<file path="src/rtl/instr_pkg.sv">
// Shared instruction-set definitions: op kinds, opcodes and field positions.
// Used by both the encoder/loader and the CONTROL decoder.
package instr_pkg;

  typedef enum logic [3:0] {
    K_NOP  = 4'd0,
    K_ALU  = 4'd1,
    K_LI   = 4'd2,
    K_LUI  = 4'd3,
    K_ADDI = 4'd4,
    K_ANDI = 4'd5,
    K_ORI  = 4'd6,
    K_B    = 4'd7,
    K_BEQ  = 4'd8,
    K_BNE  = 4'd9,
    K_LB   = 4'd10,
    K_LW   = 4'd11,
    K_SB   = 4'd12,
    K_SW   = 4'd13
  } op_kind_e;

  localparam logic [5:0] OPC_ALU  = 6'b100000;
  localparam logic [5:0] OPC_LI   = 6'b111000;
  localparam logic [5:0] OPC_LUI  = 6'b111001;
  localparam logic [5:0] OPC_ADDI = 6'b110000;
  localparam logic [5:0] OPC_ANDI = 6'b110010;
  localparam logic [5:0] OPC_ORI  = 6'b110011;
  localparam logic [5:0] OPC_B    = 6'b111111;
  localparam logic [5:0] OPC_BEQ  = 6'b000000;
  localparam logic [5:0] OPC_BNE  = 6'b000001;
  localparam logic [5:0] OPC_LB   = 6'b000011;
  localparam logic [5:0] OPC_LW   = 6'b001111;
  localparam logic [5:0] OPC_SB   = 6'b000111;
  localparam logic [5:0] OPC_SW   = 6'b011111;

  // Field LSB positions; R-type bits [10:4] are zero.
  localparam int OPC_LSB  = 26;
  localparam int RS_LSB   = 21;
  localparam int RD_LSB   = 16;
  localparam int RT_LSB   = 11;
  localparam int IMM_LSB  = 0;
  localparam int FUNC_LSB = 0;

  typedef enum logic [2:0] {
    S_IDLE,
    S_CLEAR,
    S_LOAD,
    S_WRITE,
    S_RELEASE
  } ld_state_e;

endpackage

</file>
<file path="src/rtl/instr_field_pack.sv">
// Combinational packer: op kind plus register/immediate fields to a 32-bit word.
module instr_field_pack
  import instr_pkg::*;
(
  input  logic [3:0]  op_kind,
  input  logic [4:0]  rs,
  input  logic [4:0]  rd,
  input  logic [4:0]  rt,
  input  logic [3:0]  func,
  input  logic [15:0] imm,
  output logic [31:0] word,
  output logic        illegal
);

  logic [5:0] opc;
  logic [4:0] rs_f;
  logic [4:0] rd_f;
  logic       r_type;
  logic       emit;

  always_comb begin
    opc     = '0;
    rs_f    = rs;
    rd_f    = rd;
    r_type  = 1'b0;
    emit    = 1'b1;
    illegal = 1'b0;
    word    = '0;
    case (op_kind)
      K_NOP:  emit = 1'b0;
      K_ALU:  begin opc = OPC_ALU; r_type = 1'b1; end
      K_LI:   begin opc = OPC_LI;  rs_f = '0; end
      K_LUI:  begin opc = OPC_LUI; rs_f = '0; end
      K_ADDI: opc = OPC_ADDI;
      K_ANDI: opc = OPC_ANDI;
      K_ORI:  opc = OPC_ORI;
      K_B:    begin opc = OPC_B; rs_f = '0; rd_f = '0; end
      K_BEQ:  opc = OPC_BEQ;
      K_BNE:  opc = OPC_BNE;
      K_LB:   opc = OPC_LB;
      K_LW:   opc = OPC_LW;
      K_SB:   opc = OPC_SB;
      K_SW:   opc = OPC_SW;
      default: begin emit = 1'b0; illegal = 1'b1; end
    endcase
    if (emit) begin
      word[OPC_LSB +: 6] = opc;
      word[RS_LSB  +: 5] = rs_f;
      word[RD_LSB  +: 5] = rd_f;
      if (r_type) begin
        word[RT_LSB   +: 5] = rt;
        word[FUNC_LSB +: 4] = func;
      end else begin
        word[IMM_LSB +: 16] = imm;
      end
    end
  end

endmodule

</file>
<file path="src/rtl/instr_encoder_loader.sv">
// Program loader: clears instruction memory, writes encoded ops sequentially,
// and holds the CPU in reset until the program is loaded.
module instr_encoder_loader
  import instr_pkg::*;
#(
  parameter int DEPTH    = 256,
  parameter int ADDR_W   = 8,
  parameter int RST_HOLD = 4
) (
  input  logic              Clk,
  input  logic              Reset,
  input  logic              Load_Start,
  input  logic              Load_Done,
  input  logic              Op_Valid,
  output logic              Op_Ready,
  input  logic [3:0]        Op_Kind,
  input  logic [4:0]        Rs,
  input  logic [4:0]        Rd,
  input  logic [4:0]        Rt,
  input  logic [3:0]        Func,
  input  logic [15:0]       Imm,
  output logic              IMem_WrEn,
  output logic [ADDR_W-1:0] IMem_Addr,
  output logic [31:0]       IMem_WrData,
  output logic              Cpu_Reset,
  output logic              Busy,
  output logic              Overflow,
  output logic              Bad_Op
);

  localparam int HOLD_W = (RST_HOLD > 1) ? $clog2(RST_HOLD) : 1;

  // One extra bit so "full" (== DEPTH) differs from wrap-around to 0.
  typedef logic [ADDR_W:0] addr_t;
  localparam addr_t ADDR_LAST = addr_t'(DEPTH - 1);
  localparam addr_t ADDR_FULL = addr_t'(DEPTH);
  localparam logic [HOLD_W-1:0] HOLD_LAST = HOLD_W'(RST_HOLD - 1);

  ld_state_e   state_q, state_d;
  addr_t       addr_q, addr_d;
  logic [HOLD_W-1:0] hold_q, hold_d;
  logic        cpu_rst_q, cpu_rst_d;
  logic        ovf_q, ovf_d;
  logic        bad_q, bad_d;
  logic        done_q, done_d;
  logic [31:0] word_q, word_d;

  logic [31:0] pk_word;
  logic        pk_illegal;
  logic        full;

  instr_field_pack u_pack (
    .op_kind (Op_Kind),
    .rs      (Rs),
    .rd      (Rd),
    .rt      (Rt),
    .func    (Func),
    .imm     (Imm),
    .word    (pk_word),
    .illegal (pk_illegal)
  );

  assign full = (addr_q == ADDR_FULL);

  always_comb begin
    state_d     = state_q;
    addr_d      = addr_q;
    hold_d      = hold_q;
    cpu_rst_d   = cpu_rst_q;
    ovf_d       = ovf_q;
    bad_d       = bad_q;
    done_d      = done_q;
    word_d      = word_q;
    Op_Ready    = 1'b0;
    IMem_WrEn   = 1'b0;
    IMem_Addr   = '0;
    IMem_WrData = '0;
    case (state_q)
      S_IDLE: begin
        if (Load_Start) begin
          state_d   = S_CLEAR;
          addr_d    = '0;
          cpu_rst_d = 1'b1;
          ovf_d     = 1'b0;
          bad_d     = 1'b0;
          done_d    = 1'b0;
        end
      end
      S_CLEAR: begin
        IMem_WrEn = 1'b1;
        IMem_Addr = addr_q[ADDR_W-1:0];
        if (addr_q == ADDR_LAST) begin
          addr_d  = '0;
          state_d = S_LOAD;
        end else begin
          addr_d = addr_q + addr_t'(1);
        end
      end
      S_LOAD: begin
        Op_Ready = !full;
        if (Op_Valid && full) ovf_d = 1'b1;
        if (Op_Valid && !full) begin
          if (pk_illegal) begin
            bad_d = 1'b1;
            if (Load_Done) begin
              state_d = S_RELEASE;
              hold_d  = '0;
            end
          end else begin
            // Done arriving with an op is remembered until the op is written.
            word_d  = pk_word;
            done_d  = Load_Done;
            state_d = S_WRITE;
          end
        end else if (Load_Done) begin
          state_d = S_RELEASE;
          hold_d  = '0;
        end
      end
      S_WRITE: begin
        IMem_WrEn   = 1'b1;
        IMem_Addr   = addr_q[ADDR_W-1:0];
        IMem_WrData = word_q;
        addr_d      = addr_q + addr_t'(1);
        if (done_q) begin
          done_d  = 1'b0;
          hold_d  = '0;
          state_d = S_RELEASE;
        end else begin
          state_d = S_LOAD;
        end
      end
      S_RELEASE: begin
        if (hold_q == HOLD_LAST) begin
          cpu_rst_d = 1'b0;
          state_d   = S_IDLE;
        end else begin
          hold_d = hold_q + 1'b1;
        end
      end
      default: state_d = S_IDLE;
    endcase
  end

  always_ff @(posedge Clk or posedge Reset) begin
    if (Reset) begin
      state_q   <= S_IDLE;
      addr_q    <= '0;
      hold_q    <= '0;
      cpu_rst_q <= 1'b1;
      ovf_q     <= 1'b0;
      bad_q     <= 1'b0;
      done_q    <= 1'b0;
    end else begin
      state_q   <= state_d;
      addr_q    <= addr_d;
      hold_q    <= hold_d;
      cpu_rst_q <= cpu_rst_d;
      ovf_q     <= ovf_d;
      bad_q     <= bad_d;
      done_q    <= done_d;
    end
  end

  always_ff @(posedge Clk) begin
    word_q <= word_d;
  end

  assign Cpu_Reset = cpu_rst_q;
  assign Busy      = (state_q != S_IDLE);
  assign Overflow  = ovf_q;
  assign Bad_Op    = bad_q;

endmodule

</file>
<file path="config.mk">
export PLATFORM = sky130hd
export DESIGN_NAME = instr_encoder_loader
export DESIGN_NICKNAME = d
export VERILOG_FILES = /design/src/rtl/instr_pkg.sv /design/src/rtl/instr_field_pack.sv /design/src/rtl/instr_encoder_loader.sv
export SDC_FILE = /design/constraint.sdc
export NUM_CORES = 1
export LEC_CHECK = 0
export ABC_AREA = 0
export BUFFER_PORTS_ARGS = -buffer_cell sky130_fd_sc_hd__buf_2
export CAP_MARGIN = 20
export CORE_ASPECT_RATIO = 0.75
export CORE_UTILIZATION = 40
export DETAILED_ROUTE_END_ITERATION = 8
export PLACE_DENSITY = 0.71
export SLEW_MARGIN = 10
export SYNTH_ARGS = -nofsm -noshare
export SYNTH_HDL_FRONTEND = slang
export SYNTH_SLANG_ARGS = --single-unit
export TNS_END_PERCENT = 5
</file>
<file path="constraint.sdc">
create_clock -name Clk -period 7.92 [get_ports Clk]
set_clock_uncertainty 0.15 [all_clocks]
set_input_delay 0.792 -clock Clk [delete_from_list [all_inputs] [get_ports Clk]]
set_output_delay 0.792 -clock Clk [all_outputs]
set_load 0.1 [all_outputs]
</file>
==> reports/metrics.yaml <==
layout_commonest_cell: "buf_2"
yosysWarnings: 0
num_antenna_cells: 0
antenna_found_initial: 0
cts_tree: "done"
clockPowerShare_pct: 14.3
clkLatencyLatePin_ns: 0.30
dp_slack_ns: 4.81
setup_viol: 0
drc_errors: 0
r2r_end: "addr_q[7]"
routed_wl_um: 6480
layout-drive-gt1-share_pct: 31.4
maxCapViolCount: 0
fin_crit_sh_pct: 42.9
postSynthCellCount: 289
ys_ff_latch: 50
p_leak_nw: 1.68
fin_setup_tns_ns: 0
die_w_um: 99.4
pwr_density_cell_nw_per_um2: 359
clkTransAtPathRegs_ns: 0.08
p_switching_mw: 0.673
multi_input_area_sq_um: 1260
reg2reg_depth: 5
ys_seq_area_share_pct: 49.6
critical_path.cell_chain: "nor2b_2 > buf_4 > and3_1 > buf_2"
rsz0062_at_grt: "no"
pwr-share-comb_pct: 56.2
core-area_sq_um: 6830
dieHeight_um: 75.0
critical_path.startpoint_type: "register"
worst_slack_ns: 4.52
synth_top_area_share_pct: 33.8
syn_area_sq_um: 2850
ff_latch_area_sq_um: 1410
ys_types: 52
synth_area_leaders: "edfxtp_1, dfrtp_1, and3_1, a21oi_1, and2_1"
slew_violations: 0
p_int_mw: 0.555
placed_area_sq_um: 3290
reg2reg_from: "state_q[0]"
worstSetupPathDepth: 4
ys.flop_type: "edfxtp_1"
cpPeakStageDelay_ns: 0.65
ioPinCount: 90
area_delta_synth_final_pct: 20.1
crit_start: "state_q[0]"
cp.arrival_ns: 2.46
synth_area_per_cell_sq_um: 9.85
slew-limit-headroom_pct: 36.1
num_rows: 26
synth.net_count: 338
crit_required_ns: 6.98
postCtsSetupRepairBufs: 0
place_inst: 441
portBuffers: 89
max_freq_ghz: 0.294
firstDrtPassIters: 4
fill_cells: 665
path_buf_inv: 2
cts_made_buffers: 5
hold_path_depth: 2
antenna_left: 0
final_cell_mix: "buf_2, and3_1, a21oi_1"
nets: 414
htree_num_levels: 2
synth_enable_flop_cells: 32
synthArstFlopShare_pct: 36.0
pwr-share-seq_pct: 29.5
cts-root-buf: "clkbuf_8"
dieArea_sq_um: 7460
grt_pass1_wl_um: 10000
hold_viol: 0
cts_resized: 0
start_util_pct: 41.6
wl_per_cell_um: 14.4
status: "complete, no violations"
ir_drop_mv: 0.154
dr_total_vias: 2406
worstHoldPathType: "register to register"
grtUsageTotal_pct: 17.2
gp_congestion: 0.828
synth_top_cell_by_area: "edfxtp_1"
stdcell_area_sq_um: 3420
switching_share_pct: 54.8
tightest_slew_ns: 0.956
numClockSinks: 50
drt_iter0_drc: 98
globalRoute.totalOverflow: 0
crit_path_max_fanout: 21
grt_max_degree: 48
hold_buffers: 0
reg2reg_slack_ns: 4.91
critPathTopFamily: "simple AND/OR/NAND/NOR gates"
path_class: "register to output port"
period_needed_ns: 3.40
final_cells: 450
grt_pass1_vias: 2092
cp_slowest_cell: "nor2b_2"
endpoint_kind: "output port"
clk_path_buf_depth: 2
dp_hpwl_um: 4600
vias_per_cell: 5.35
timing.critical_path.to: "IMem_WrData[25]"
## cells by family after synthesis
logic type      Yosys count  synth area share, %
flops                    50                 49.6
xor+xnor                  2                0.616
buf+inv                  38                 6.24
fa+ha+maj                 5                 2.20
mux                       8                 2.95
compound gates           67                 14.8
simple gates            119                 23.6
## worst min path at each step
stage               from        end  slack [ns]
6_report       Cpu_Reset  Cpu_Reset        0.34
5_1_grt        Cpu_Reset  Cpu_Reset        0.38
4_1_cts        Cpu_Reset  Cpu_Reset        0.34
3_5_place_dp   Cpu_Reset  Cpu_Reset        0.33
3_3_place_gp   Cpu_Reset  Cpu_Reset        0.33
2_1_floorplan  hold_q[1]  hold_q[1]        0.32
## stage by stage
step / utilization (%) / power (mW) / hold WS (ns)
2_1_floorplan: - / 0.953 / 0.318
3_5_place_dp: 48.2 / 1.05 / 0.331
5_1_grt: 50.0 / 1.29 / 0.377
3_3_place_gp: 48.2 / 1.04 / 0.326
4_1_cts: 49.8 / 1.23 / 0.345
6_report: 50.0 / 1.23 / 0.340
## power by group through the flow
stage	Combinational, mW	Sequential, mW	Clock [mW]
after floorplan	0.611	0.342	0
after global placement	0.666	0.376	0
after detailed placement	0.673	0.379	0
after CTS	0.674	0.373	0.184
after global routing	0.733	0.370	0.191
final	0.691	0.362	0.176
## final cells by class
type                       instances  area share (%)
clock buffer                       5            2.01
multi-input combinational        201            36.9
clock inverter                     3            1.17
timing repair buffer              92            13.9
tap                               84            3.07
sequential                        50            41.3
inverter                          15            1.65
## metal layers
metal  global-route usage [%]  vias to the layer above  part of all wire [%]
met5                        0                        -                     0
met4                     7.03                        0                   1.9
met3                     2.97                       10                   4.5
met2                     26.4                       71                    45
met1                     24.4                     1134                    48
li1                         -                     1191                     -
## worst reg2reg max path, cell delays in order, from the launching register on
cell and delay [ns]:
dfrtp_1 0.57, nor2b_2 0.65, buf_4 0.34, a21boi_1 0.80, nand2_1 0.11, o311ai_0 0.29
## flip-flops by register name, summed over array words and instances (netlist names)
name	flops
Bad_Op	1
done_q	1
addr_q	9
Cpu_Reset	1
Overflow	1
word_q	32
state_q	3
hold_q	2
## Yosys cell counts, drive strengths merged, types with 7 or more instances
| master | number |
|---|---|
| a211oi | 9 |
| nand3 | 7 |
| and2 | 21 |
| dfrtp | 17 |
| edfxtp | 32 |
| inv | 15 |
| nor2 | 23 |
| a21oi | 34 |
| and3 | 38 |
| nand2 | 13 |
| clkbuf | 17 |
(Power assumes the default switching activity.)
